[src/rtl/multicycle_ctrl.sv]
// Multicycle control FSM for a shared-ALU MIPS-subset datapath.
// Sequences FETCH/DECODE/EXEC/MEM/WB and drives the datapath enables and selects.
// It counts retired instructions and traps on opcodes that are not supported.
module multicycle_ctrl #(
  parameter int CNT_W = 32
) (
  input  logic             clk_i,
  input  logic             rst_i,
  input  logic [5:0]       opcode_i,
  input  logic             zero_i,
  input  logic             stall_i,
  output logic             pc_write_o,
  output logic             pc_src_o,
  output logic             ir_write_o,
  output logic             reg_write_o,
  output logic             reg_dst_o,
  output logic             alu_src_o,
  output logic [2:0]       alu_op_o,
  output logic             mem_read_o,
  output logic             mem_write_o,
  output logic             mem_to_reg_o,
  output logic [2:0]       state_o,
  output logic             instr_done_o,
  output logic             illegal_o,
  output logic [CNT_W-1:0] instr_count_o
);

  typedef enum logic [2:0] {
    S_FETCH  = 3'd0,
    S_DECODE = 3'd1,
    S_EXEC   = 3'd2,
    S_MEM    = 3'd3,
    S_WB     = 3'd4,
    S_TRAP   = 3'd7
  } state_t;

  localparam logic [5:0] OP_R    = 6'h00;
  localparam logic [5:0] OP_ADDI = 6'h08;
  localparam logic [5:0] OP_SLTI = 6'h0A;
  localparam logic [5:0] OP_BEQ  = 6'h04;
  localparam logic [5:0] OP_BNE  = 6'h05;
  localparam logic [5:0] OP_LW   = 6'h23;
  localparam logic [5:0] OP_SW   = 6'h2B;

  localparam logic [2:0] ALU_ADD = 3'b000;
  localparam logic [2:0] ALU_SUB = 3'b001;
  localparam logic [2:0] ALU_FN  = 3'b010;
  localparam logic [2:0] ALU_SLT = 3'b011;

  // Opcodes this controller knows how to sequence; anything else traps.
  function automatic logic op_supported(input logic [5:0] op);
    logic ok;
    case (op)
      OP_R, OP_ADDI, OP_SLTI, OP_BEQ, OP_BNE, OP_LW, OP_SW: ok = 1'b1;
      default:                                             ok = 1'b0;
    endcase
    return ok;
  endfunction

  state_t            state_r;
  state_t            next_state_s;
  logic [5:0]        op_r;
  logic              illegal_r;
  logic [CNT_W-1:0]  count_r;

  logic              pc_write_s;
  logic              pc_src_s;
  logic              ir_write_s;
  logic              reg_write_s;
  logic              reg_dst_s;
  logic              alu_src_s;
  logic [2:0]        alu_op_s;
  logic              mem_read_s;
  logic              mem_write_s;
  logic              mem_to_reg_s;
  logic              instr_done_s;

  // Next-state and control decode from the current state, latched opcode, zero and stall.
  always_comb begin
    next_state_s = state_r;
    pc_write_s   = 1'b0;
    pc_src_s     = 1'b0;
    ir_write_s   = 1'b0;
    reg_write_s  = 1'b0;
    reg_dst_s    = 1'b0;
    alu_src_s    = 1'b0;
    alu_op_s     = 3'b000;
    mem_read_s   = 1'b0;
    mem_write_s  = 1'b0;
    mem_to_reg_s = 1'b0;
    instr_done_s = 1'b0;
    case (state_r)
      S_FETCH: begin
        if (stall_i) begin
          next_state_s = S_FETCH;
        end else begin
          ir_write_s   = 1'b1;
          pc_write_s   = 1'b1;
          mem_read_s   = 1'b1;
          next_state_s = S_DECODE;
        end
      end
      S_DECODE: begin
        if (op_supported(opcode_i)) begin
          next_state_s = S_EXEC;
        end else begin
          next_state_s = S_TRAP;
        end
      end
      S_EXEC: begin
        case (op_r)
          OP_R: begin
            alu_op_s     = ALU_FN;
            next_state_s = S_WB;
          end
          OP_ADDI: begin
            alu_src_s    = 1'b1;
            alu_op_s     = ALU_ADD;
            next_state_s = S_WB;
          end
          OP_SLTI: begin
            alu_src_s    = 1'b1;
            alu_op_s     = ALU_SLT;
            next_state_s = S_WB;
          end
          OP_LW, OP_SW: begin
            alu_src_s    = 1'b1;
            alu_op_s     = ALU_ADD;
            next_state_s = S_MEM;
          end
          OP_BEQ, OP_BNE: begin
            alu_op_s     = ALU_SUB;
            pc_src_s     = 1'b1;
            // Branch taken when zero matches the branch sense (beq: equal, bne: not equal).
            pc_write_s   = (op_r == OP_BEQ) ? zero_i : ~zero_i;
            instr_done_s = 1'b1;
            next_state_s = S_FETCH;
          end
          default: next_state_s = S_TRAP;
        endcase
      end
      S_MEM: begin
        case (op_r)
          OP_LW: begin
            mem_read_s = 1'b1;
            if (stall_i) begin
              next_state_s = S_MEM;
            end else begin
              next_state_s = S_WB;
            end
          end
          OP_SW: begin
            mem_write_s = 1'b1;
            if (stall_i) begin
              next_state_s = S_MEM;
            end else begin
              instr_done_s = 1'b1;
              next_state_s = S_FETCH;
            end
          end
          default: next_state_s = S_TRAP;
        endcase
      end
      S_WB: begin
        case (op_r)
          OP_R: begin
            reg_write_s  = 1'b1;
            reg_dst_s    = 1'b1;
            instr_done_s = 1'b1;
            next_state_s = S_FETCH;
          end
          OP_ADDI, OP_SLTI: begin
            reg_write_s  = 1'b1;
            instr_done_s = 1'b1;
            next_state_s = S_FETCH;
          end
          OP_LW: begin
            reg_write_s  = 1'b1;
            mem_to_reg_s = 1'b1;
            instr_done_s = 1'b1;
            next_state_s = S_FETCH;
          end
          default: next_state_s = S_TRAP;
        endcase
      end
      S_TRAP:  next_state_s = S_TRAP;
      default: next_state_s = S_TRAP;
    endcase
  end

  // State, latched opcode, sticky trap flag and retired-instruction counter.
  always_ff @(posedge clk_i or negedge rst_i) begin
    if (!rst_i) begin
      state_r   <= S_FETCH;
      op_r      <= 6'h00;
      illegal_r <= 1'b0;
      count_r   <= '0;
    end else begin
      state_r   <= next_state_s;
      illegal_r <= illegal_r | (next_state_s == S_TRAP);
      if (state_r == S_DECODE) begin
        op_r <= opcode_i;
      end else begin
        op_r <= op_r;
      end
      if (instr_done_s) begin
        count_r <= count_r + {{(CNT_W-1){1'b0}}, 1'b1};
      end else begin
        count_r <= count_r;
      end
    end
  end

  // While reset is held every strobe is forced low, so nothing is written mid-reset.
  assign pc_write_o    = rst_i & pc_write_s;
  assign pc_src_o      = rst_i & pc_src_s;
  assign ir_write_o    = rst_i & ir_write_s;
  assign reg_write_o   = rst_i & reg_write_s;
  assign reg_dst_o     = rst_i & reg_dst_s;
  assign alu_src_o     = rst_i & alu_src_s;
  assign alu_op_o      = rst_i ? alu_op_s : 3'b000;
  assign mem_read_o    = rst_i & mem_read_s;
  assign mem_write_o   = rst_i & mem_write_s;
  assign mem_to_reg_o  = rst_i & mem_to_reg_s;
  assign instr_done_o  = rst_i & instr_done_s;
  assign illegal_o     = rst_i & illegal_r;
  assign state_o       = rst_i ? state_r : 3'd0;
  assign instr_count_o = rst_i ? count_r : '0;

endmodule

[config.mk]
export PLATFORM = sky130hd
export DESIGN_NAME = multicycle_ctrl
export DESIGN_NICKNAME = d
export VERILOG_FILES = /design/src/rtl/multicycle_ctrl.sv
export SDC_FILE = /design/constraint.sdc
export NUM_CORES = 1
export LEC_CHECK = 0
export BUFFER_PORTS_ARGS = -buffer_cell sky130_fd_sc_hd__buf_4
export CAP_MARGIN = 20
export CORE_MARGIN = 4
export CORE_UTILIZATION = 30
export DETAILED_ROUTE_END_ITERATION = 10
export SYNTH_ARGS = -nofsm -noshare
export SYNTH_HDL_FRONTEND = slang
export SYNTH_SLANG_ARGS = --single-unit
[constraint.sdc]
create_clock -name clk_i -period 2.2 [get_ports clk_i]
set_input_delay 0.44 -clock clk_i [delete_from_list [all_inputs] [get_ports clk_i]]
set_output_delay 0.44 -clock clk_i [all_outputs]
set_load 0.03 [all_outputs]
==> flow_summary.yaml, run 1 <==
floorplanning:
  die_x_um: 103
  io_pins: 59
  die-area_um2: 10700
  start_util_pct: 31.1
  die_h_um: 103
  coreArea_um2: 8760
  num_rows: 34
drt:
  detail_route.iter0.violations: 91
  wl_per_cell_um: 14.8
  num_vias: 2233
  post_drt_via_cell_ratio: 4.86
  drc: 0
  ant_nets: 0
  first_pass_iters: 4
  totalWireLength_mm: 6.78
global_route:
  grt_max_degree: 40
  grt_pass1_vias: 2265
  grt.total_usage_pct: 13.3
  grt_pass1_wl_mm: 11.2
  antenna_found_initial: 0
  grt-ovfl-total: 0
flow_run:
  maxCapViolCount: 0
cts:
  worstSkewPairLatency_ps: 290
  cts_tree: "done"
  clk_pin_slew_ps: 80
  ctsHtreeMaxLevel: 2
  cts_root_buffer: "clkbuf_8"
  cts_num_sinks: 42
  cts_buffers: 5
  cts.path.max_buffers: 2
logic_synthesis:
  ys_ff_latch: 42
  postSynthAreaPerCell_um2: 9.66
  ys_types: 56
  yosys_warnings: 0
  synthCells: 282
  synth_edf_count: 0
  ys_seq_area_share_pct: 38.6
  async_flop_share_pct: 100
  syn_area_um2: 2720
  synth_fp_nets: 293
  synth-main-ff-cell: "dfrtp_1"
timing:
  fmax_ghz: 0.439
  setup_ws_ps: -78.7
  hold_violations: 0
  period_minus_slack_ps: 2280
  final_max_slew_viol_count: 0
  fin_crit_sh_pct: 104
  setup-violations-final: 3
  rsz0062_at_grt: "yes"
  fin_skew_ps: 4.71
worst_setup_path:
  crit_fanout: 8
  cpPeakStageDelay_ps: 550
  crit_type: "register to primary output"
  worstPathRequired_ps: 1760
  cp-end-kind: "primary output"
  cp_slowest_cell: "or4b_4"
  critPathLaunchType: "register"
  crit_chain: "or4b_4 -> o31a_1 -> nor2_1 -> buf_4"
  cp.arrival_ps: 1840
outcome:
  violations: "setup timing"
  outcome: "complete, but fails checks"
pwr:
  p_leak_nw: 1.29
  finalPower_mw: 2.48
  peakVddDrop_mv: 0.499
  p_sw_mw: 0.851
  p_per_area_nw_per_um2: 694
  netSwitchingFraction_pct: 34.3
  power_frac_comb_pct: 35.3
  pwr-share-seq_pct: 39.5
  p_int_mw: 1.63
  p_clk_share_pct: 25.2
placement:
  gp_congestion: 0.873
  dp_slack_ps: 147
  placed_cell_area_um2: 3330
  dpl.hpwl_mm: 4.95
  port_buffers: 57
final_layout:
  final_area_um2: 3570
  areaGrowthSynthToFinish_pct: 31.2
  insertedDiodeCount: 0
  multi_input_area_um2: 1610
  fill_cells: 873
  nNetsFinal: 362
  drive_gt1_share_pct: 36.8
  regArea_um2: 1050
min_path:
  hp-class: "input pin to async pin"
==> layout make-up <==
class,count,share of cell area [%]
Clock inverter,1,0.840
Timing Repair Buffer,81,17.5
Sequential cell,42,29.5
Inverter,9,0.945
Tap cell,108,3.78
Clock buffer,6,2.31
Multi-Input combinational cell,212,45.1
==> synthesized netlist by cell type (3+ instances only) <==
| cell | number | area share (%) |
|---|---|---|
| dfrtp_1 | 42 | 39 |
| and2_1 | 29 | 6.7 |
| xor2_1 | 26 | 8.4 |
| nor2_1 | 22 | 3.0 |
| a211oi_1 | 19 | 5.2 |
| nand2_1 | 19 | 2.6 |
| nand3_1 | 14 | 2.6 |
| clkbuf_1 | 10 | 1.4 |
| inv_1 | 8 | 1.1 |
| mux2_2 | 8 | 3.3 |
| a21oi_1 | 7 | 1.3 |
| xnor2_1 | 7 | 2.3 |
| nand4_1 | 6 | 1.4 |
| a2111oi_4 | 4 | 4.0 |
| nor3_1 | 4 | 0.73 |
| buf_2 | 3 | 0.55 |
| nand2b_1 | 3 | 0.69 |
==> logic make-up (layout without fill, tap and decap cells) <==
| group | after synthesis | count (layout) | share of synthesized area, % |
|---|---|---|---|
| xor gates and xnor gates | 33 | 33 | 10.6 |
| adders and majority gates | 1 | 1 | 0.459 |
| buffers and inverters | 28 | 97 | 4.96 |
| DFF | 42 | 42 | 38.6 |
| muxes | 10 | 10 | 4.04 |
| and+or+nand+nor | 120 | 120 | 25.0 |
| AOI/OAI and AO/OA | 47 | 47 | 16.2 |
| other | 1 | 1 | 0.138 |
==> worst paths after layout <==
| path | from | to | slack, ps | depth (start not counted) |
|---|---|---|---|---|
| setup reg to reg | op_r[1] | count_r[10] | 180 | 7 |
| hold reg to reg | count_r[31] | count_r[31] | 460 | 1 |
| setup / recovery | op_r[4] | mem_read_o | -80 | 4 |
| hold / removal | rst_i | state_r[0] | 220 | 2 |
| min in group clk_i | opcode_i[4] | op_r[4] | 400 | 2 |
| max in group asynchronous | rst_i | illegal_r | 1500 | 2 |
==> metal layers <==
layer  wire (um)  track usage, %  vias up
li1            -               -     1126
met1        3260            18.7     1057
met2        3160            20.6       46
met3         280            2.48        4
met4          78            4.38        0
met5           0               0        -
==> stage by stage <==
step	utilization (%)	hold WS, ps	TNS (ps)	cells
6_report	40.8	216	-140	459
5_1_grt	40.8	253	-588	459
4_1_cts	40.0	225	-227	458
3_5_place_dp	38.0	279	0	444
3_3_place_gp	38.0	277	0	444
2_1_floorplan	-	144	-19.5	282
==> worst max-delay path: cells and delay by family (launching register included) <==
family	cells	cell delay, ps
simple gates	2	630
buf+inv	1	160
compound gates	1	250
flops	1	500
==> registers in the layout (all words and copies together) (netlist names) <==
name	count
count_r	32
illegal_r	1
state_r	3
op_r	6
==> repair_timing <==
action | in CTS | in global routing
hold endpoints to repair | 2 | 0
buffers inserted | 6 | 1
resized for setup | 2 | 15
endpoints found under the setup margin | 2 | 11
pin swaps | 0 | 4
hold buffers | 1 | 0
==> layout by cell type, fill, tap and decap left out, types with 6 or more instances in the layout <==
cell type and count:
nand3_1 13, inv_1 8, clkbuf_8 6, nor2_1 19
a21oi_1 6, nand4_1 6, xnor2_1 7, mux2_2 8
and2_1 29, xor2_1 26, a211oi_1 19, nand2_1 19
buf_4 78, dfrtp_1 39
==> power groups by stage <==
stage | Clock, mW | Combinational, mW | Sequential (mW)
finish | 0.625 | 0.876 | 0.980
global route | 0.668 | 0.944 | 0.995
CTS | 0.644 | 0.812 | 0.953
detailed placement | 0 | 0.700 | 0.995
global placement | 0 | 0.702 | 0.986
floorplan | 0 | 0.527 | 0.929
No activity file was read; power rests on OpenSTA's default activity.
==> run 2: changes to the inputs <==
--- a/config.mk
+++ b/config.mk
@@ -9,6 +9,7 @@
 export CAP_MARGIN = 20
 export CORE_MARGIN = 4
-export CORE_UTILIZATION = 30
+export CORE_UTILIZATION = 50
 export DETAILED_ROUTE_END_ITERATION = 10
+export PLACE_DENSITY = 0.74
 export SYNTH_ARGS = -nofsm -noshare
 export SYNTH_HDL_FRONTEND = slang
==> constraint.sdc (replaced) <==
create_clock -name clk_i -period 2.2 [get_ports clk_i]
set_input_delay 0.44 -clock clk_i [delete_from_list [all_inputs] [get_ports clk_i]]
set_output_delay 0.44 -clock clk_i [all_outputs]
set_load 0.05 [all_outputs]
==> run 2 against run 1 <==
The flow still finishes with violations (setup timing). Global-route usage up 7.6 points. First-iteration DRC count grew 30%. Clock power shrank 1%. Sequential power hardly changed. Cell area is 2.0% higher. Total power is 4.3% higher. Critical path depth grew 1. Highest routed layer unchanged.
==> flow_summary.yaml, run 2 (synthesis gave the netlist of run 1 again) <==
timing:
  rsz0062_at_grt: "yes"
  fmax_ghz: 0.435
  period_minus_slack_ps: 2300
  slew_headroom_pct: 62.0
  tightest_slew_ps: 568
  fin_skew_ps: 12.9
  setup_ws_ps: -97.6
  setup-violations-final: 3
  hold_ws_ps: 139
  final_max_slew_viol_count: 0
  hold_violations: 0
  fin_crit_sh_pct: 104
global_route:
  antenna_found_initial: 0
  grt_max_degree: 75
  grt_pass1_vias: 2239
  grt_pass1_wl_mm: 10.9
  grt-ovfl-total: 0
  grt.total_usage_pct: 20.9
final_layout:
  insertedDiodeCount: 0
  top_register: "count_r"
  nNetsFinal: 361
  mostFrequentLayoutCells: "72 x buf_4, 37 x dfrtp_1, 29 x and2_1"
  multi_input_area_um2: 1700
  drive_gt1_share_pct: 39.0
  areaGrowthSynthToFinish_pct: 33.8
  top_regs: "count_r x32, op_r x6, state_r x3"
  final_area_um2: 3640
  fill_cells: 407
  final_common_cell: "buf_4"
  regArea_um2: 1060
  largest_reg_flops: 32
pwr:
  p_leak_nw: 1.31
  peakVddDrop_mv: 0.462
  pwr-share-seq_pct: 37.9
  power_frac_comb_pct: 38.2
  p_per_area_nw_per_um2: 710
  p_clk_share_pct: 23.9
  p_int_mw: 1.63
  finalPower_mw: 2.59
  p_sw_mw: 0.961
  netSwitchingFraction_pct: 37.1
placement:
  placed_cell_area_um2: 3320
  dpl.hpwl_mm: 4.64
  port_buffers: 57
  gp_congestion: 0.869
  dp_slack_ps: 104
cts:
  cts_num_sinks: 42
  holdBufCountCts: 0
  cts.path.max_buffers: 2
  cts_root_buffer: "clkbuf_8"
  clk_pin_slew_ps: 90
  cts_buffers: 5
  cts_tree: "done"
  ctsHtreeMaxLevel: 2
  worstSkewPairLatency_ps: 310
floorplanning:
  die_x_um: 81.8
  die-area_um2: 6690
  die_h_um: 81.8
  start_util_pct: 52.3
  io_pins: 59
  coreArea_um2: 5200
  num_rows: 26
worst_setup_path:
  crit_chain: "nand3_2 -> or4b_4 -> o31a_1 -> nor2_2 -> buf_6"
  cp-end-kind: "primary output"
  worstPathRequired_ps: 1760
  critPathLaunchType: "register"
  critPathBufInv: 1
  crit_fanout: 3
  path_delay_family: "simple AND/OR/NAND/NOR gates"
  cp_slowest_cell: "or4b_4"
  cp.arrival_ps: 1860
  crit_type: "register to primary output"
  ff2ff_setup_slack_ps: 60
  cpPeakStageDelay_ps: 560
drt:
  first_pass_iters: 4
  detail_route.iter0.violations: 118
  num_vias: 2328
  totalWireLength_mm: 6.73
  drc: 0
  wl_per_cell_um: 16.0
  ant_nets: 0
  post_drt_via_cell_ratio: 5.53
outcome:
  outcome: "complete, but fails checks"
  violations: "setup timing"
flow_run:
  maxCapViolCount: 0
min_path:
  hp-class: "input pin to async pin"
[run 2: changes by cell type in the layout (fill, tap and decap cells not counted), sizes merged]
cell	delta
clkinvlp	+1
dlygate4sd3	-1
[run 2: worst register-to-register path: cells and delay by family, from the launching register on]
family,cells,cell delay [ps]
buf+inv,3,510
flops,1,420
simple gates,2,370
compound gates,1,370
mux,1,210
xor+xnor,1,180
[run 2: path summary, 6_finish.rpt]
kind | end | from | depth (start not counted)
worst max-delay path | mem_read_o | op_r[0] | 5
worst min-delay path | count_r[30] | rst_i | 2
worst max register to register | count_r[11] | op_r[0] | 8
worst min register to register | count_r[31] | count_r[31] | 1
max in group asynchronous | count_r[23] | rst_i | 2
min in group clk_i | op_r[1] | opcode_i[1] | 2
[run 2: layout make-up]
cell class | instances | area share [%]
clock buffer | 6 | 1.99
inverter | 9 | 0.927
multi-input combinational | 212 | 46.6
tap | 70 | 2.40
timing repair buffer | 80 | 18.0
clock inverter | 2 | 1.03
sequential | 42 | 29.0
[run 2: metrics by stage]
stage                     TNS (ps)  utilization (%)  std cells
final                         -201             70.0        421
after CTS                     -102             67.5        417
after floorplan               -565                -        282
after global placement           0             63.7        403
after detailed placement         0             63.7        403
after global routing          -531             70.0        421
[run 2: power by group through the flow]
stage / clock network, mW / registers [mW] / logic, mW
detailed placement: 0 / 0.994 / 0.772
global route: 0.660 / 0.999 / 1.06
CTS: 0.630 / 0.964 / 0.876
global placement: 0 / 0.985 / 0.765
floorplan: 0 / 0.929 / 0.612
finish: 0.617 / 0.981 / 0.989
[run 2: layer usage]
| layer | track usage (%) | up-vias | share of wire [%] |
|---|---|---|---|
| li1 | - | 1120 | - |
| met1 | 28.0 | 1112 | 44 |
| met2 | 33.5 | 84 | 49 |
| met3 | 4.50 | 12 | 5.5 |
| met4 | 6.98 | 0 | 1.8 |
| met5 | 0 | - | 0 |
[run 2: what timing repair did]
| item | in CTS | in global routing |
|---|---|---|
| gates resized for setup | 12 | 18 |
| setup buffers | 6 | 4 |
| endpoints found under the setup margin | 10 | 12 |
| pin swaps | 2 | 8 |
==> run 3: changes to the inputs <==
clock period = 2.43 ns   (was 2.2 ns; I/O delays follow)
==> run 3 against run 2 <==
The run now ends clean. Cell area fell by 6.9%. Die area did not move. Critical path depth fell by 1. Combinational power fell by 26%. Total power fell by 20%. Wire length fell by 6.4%. Clock skew fell by 6.6 ps. Register-to-register slack improved by 240 ps. Via count fell by 1.6%. Critical path type unchanged. Largest power group is now sequential cells.
==> flow_summary.yaml, run 3 (synthesis gave the netlist of run 1 again) <==
min_path:
  hp-class: "input pin to async pin"
timing:
  setup-violations-final: 0
  setup_ws_ps: 75.0
  fmax_ghz: 0.425
  fin_crit_sh_pct: 96.9
  period_minus_slack_ps: 2360
  final_max_slew_viol_count: 0
  rsz0062_at_grt: "no"
  hold_violations: 0
  setup_tns_ps: 0
  fin_skew_ps: 6.32
worst_setup_path:
  ff2ff_setup_slack_ps: 300
  rr_worst_depth: 7
  critPathLaunchType: "register"
  r2r-end: "count_r[10]"
  crit_type: "register to primary output"
  crit_fanout: 10
  cp.arrival_ps: 1870
  worstPathRequired_ps: 1940
  rr_startpoint: "op_r[0]"
  cp-endpoint: "mem_read_o"
  worstSetupStartpoint: "state_r[0]"
  cp-end-kind: "primary output"
final_layout:
  final_common_cell: "buf_4"
  largest_reg_flops: 32
  drive_gt1_share_pct: 33.7
  top_regs: "count_r x32, op_r x6, state_r x3"
  areaGrowthSynthToFinish_pct: 24.6
  nNetsFinal: 355
  insertedDiodeCount: 0
  final_area_um2: 3390
  final_cells: 414
  mostFrequentLayoutCells: "73 x buf_4, 39 x dfrtp_1, 29 x and2_1"
  top_register: "count_r"
  fill_cells: 441
cts:
  cts_root_buffer: "clkbuf_8"
  cts_tree: "done"
  ctsHtreeMaxLevel: 2
  clk_pin_slew_ps: 80
  worstSkewPairLatency_ps: 300
  cts_buffers: 5
  holdBufCountCts: 0
  cts.path.max_buffers: 2
  cts_num_sinks: 42
floorplanning:
  start_util_pct: 52.3
  die-area_um2: 6690
  io_pins: 59
  die_x_um: 81.8
  num_rows: 26
  die_h_um: 81.8
  coreArea_um2: 5200
global_route:
  grt_max_degree: 50
  grt.total_usage_pct: 20.4
  grt_pass1_wl_mm: 10.5
  antenna_found_initial: 0
  grt-ovfl-total: 0
  grt_pass1_vias: 2182
drt:
  detail_route.iter0.violations: 92
  ant_nets: 0
  post_drt_via_cell_ratio: 5.53
  num_vias: 2291
  wl_per_cell_um: 15.2
  totalWireLength_mm: 6.30
  first_pass_iters: 4
  drc: 0
placement:
  place_inst: 403
  dpl.hpwl_mm: 4.51
  placed_cell_area_um2: 3260
  port_buffers: 57
  dp_slack_ps: 252
  gp_congestion: 0.871
outcome:
  outcome: "complete, no violations"
pwr:
  p_leak_nw: 1.23
  peakVddDrop_mv: 0.470
  p_per_area_nw_per_um2: 609
flow_run:
  maxCapViolCount: 0
[run 3: changes by cell type in the layout (fill, tap and decap cells not counted), sizes merged]
cell | previous run | this run
bufinv | 1 | 0
buf | 80 | 74
[run 3: area by class of cell]
| type | instances | area (um2) | area share, % |
|---|---|---|---|
| Clock buffer | 6 | 72.6 | 2.14 |
| Inverter | 9 | 33.8 | 0.995 |
| Clock inverter | 1 | 7.51 | 0.221 |
| Timing Repair Buffer | 74 | 559 | 16.5 |
| Tap cell | 70 | 87.6 | 2.58 |
| Multi-Input combinational cell | 212 | 1580 | 46.5 |
| Sequential cell | 42 | 1050 | 31.1 |
[run 3: how the worst min path moves through the flow]
stage | startpoint | endpoint
floorplan | rst_i | count_r[0]
global placement | count_r[31] | count_r[31]
detailed placement | count_r[31] | count_r[31]
CTS | rst_i | count_r[23]
global route | rst_i | op_r[3]
finish | rst_i | op_r[3]
[run 3: report_power, final]
group          total, mW  switching (mW)  internal [mW]  leakage (nW)
clock              0.436           0.238          0.197        0.0373
sequential         0.899           0.122          0.777         0.429
combinational      0.733           0.430          0.302         0.759
total               2.07           0.791           1.28          1.23
[run 3: critical path, cell delays in order, from the launching register on]
cell and delay [ps]:
dfrtp_1 540, or4b_4 520, o31a_1 260, nor2_2 90, buf_6 160
[run 3: layer usage]
layer / global-route usage, % / part of all wire [%] / up-vias / wire [um]
met5: 0 / 0 / - / 0
met4: 6.64 / 1.2 / 0 / 73
met3: 3.51 / 3.7 / 7 / 231
met2: 31.8 / 48 / 47 / 3020
met1: 28.7 / 47 / 1126 / 2980
li1: - / - / 1111 / -
[run 3: metrics by stage]
stage	util (%)	hold WS [ps]	power (mW)
2_1_floorplan	-	190	1.38
3_3_place_gp	62.6	450	1.55
3_5_place_dp	62.6	452	1.56
4_1_cts	64.5	171	2.03
5_1_grt	65.2	184	2.20
6_report	65.2	167	2.07
[run 3: repair_timing]
item	4_1_cts	5_1_grt
endpoints found under the hold margin	0	0
cloned	0	0
endpoints found under the setup margin	1	4
setup buffers	2	2
gates resized for setup	2	5
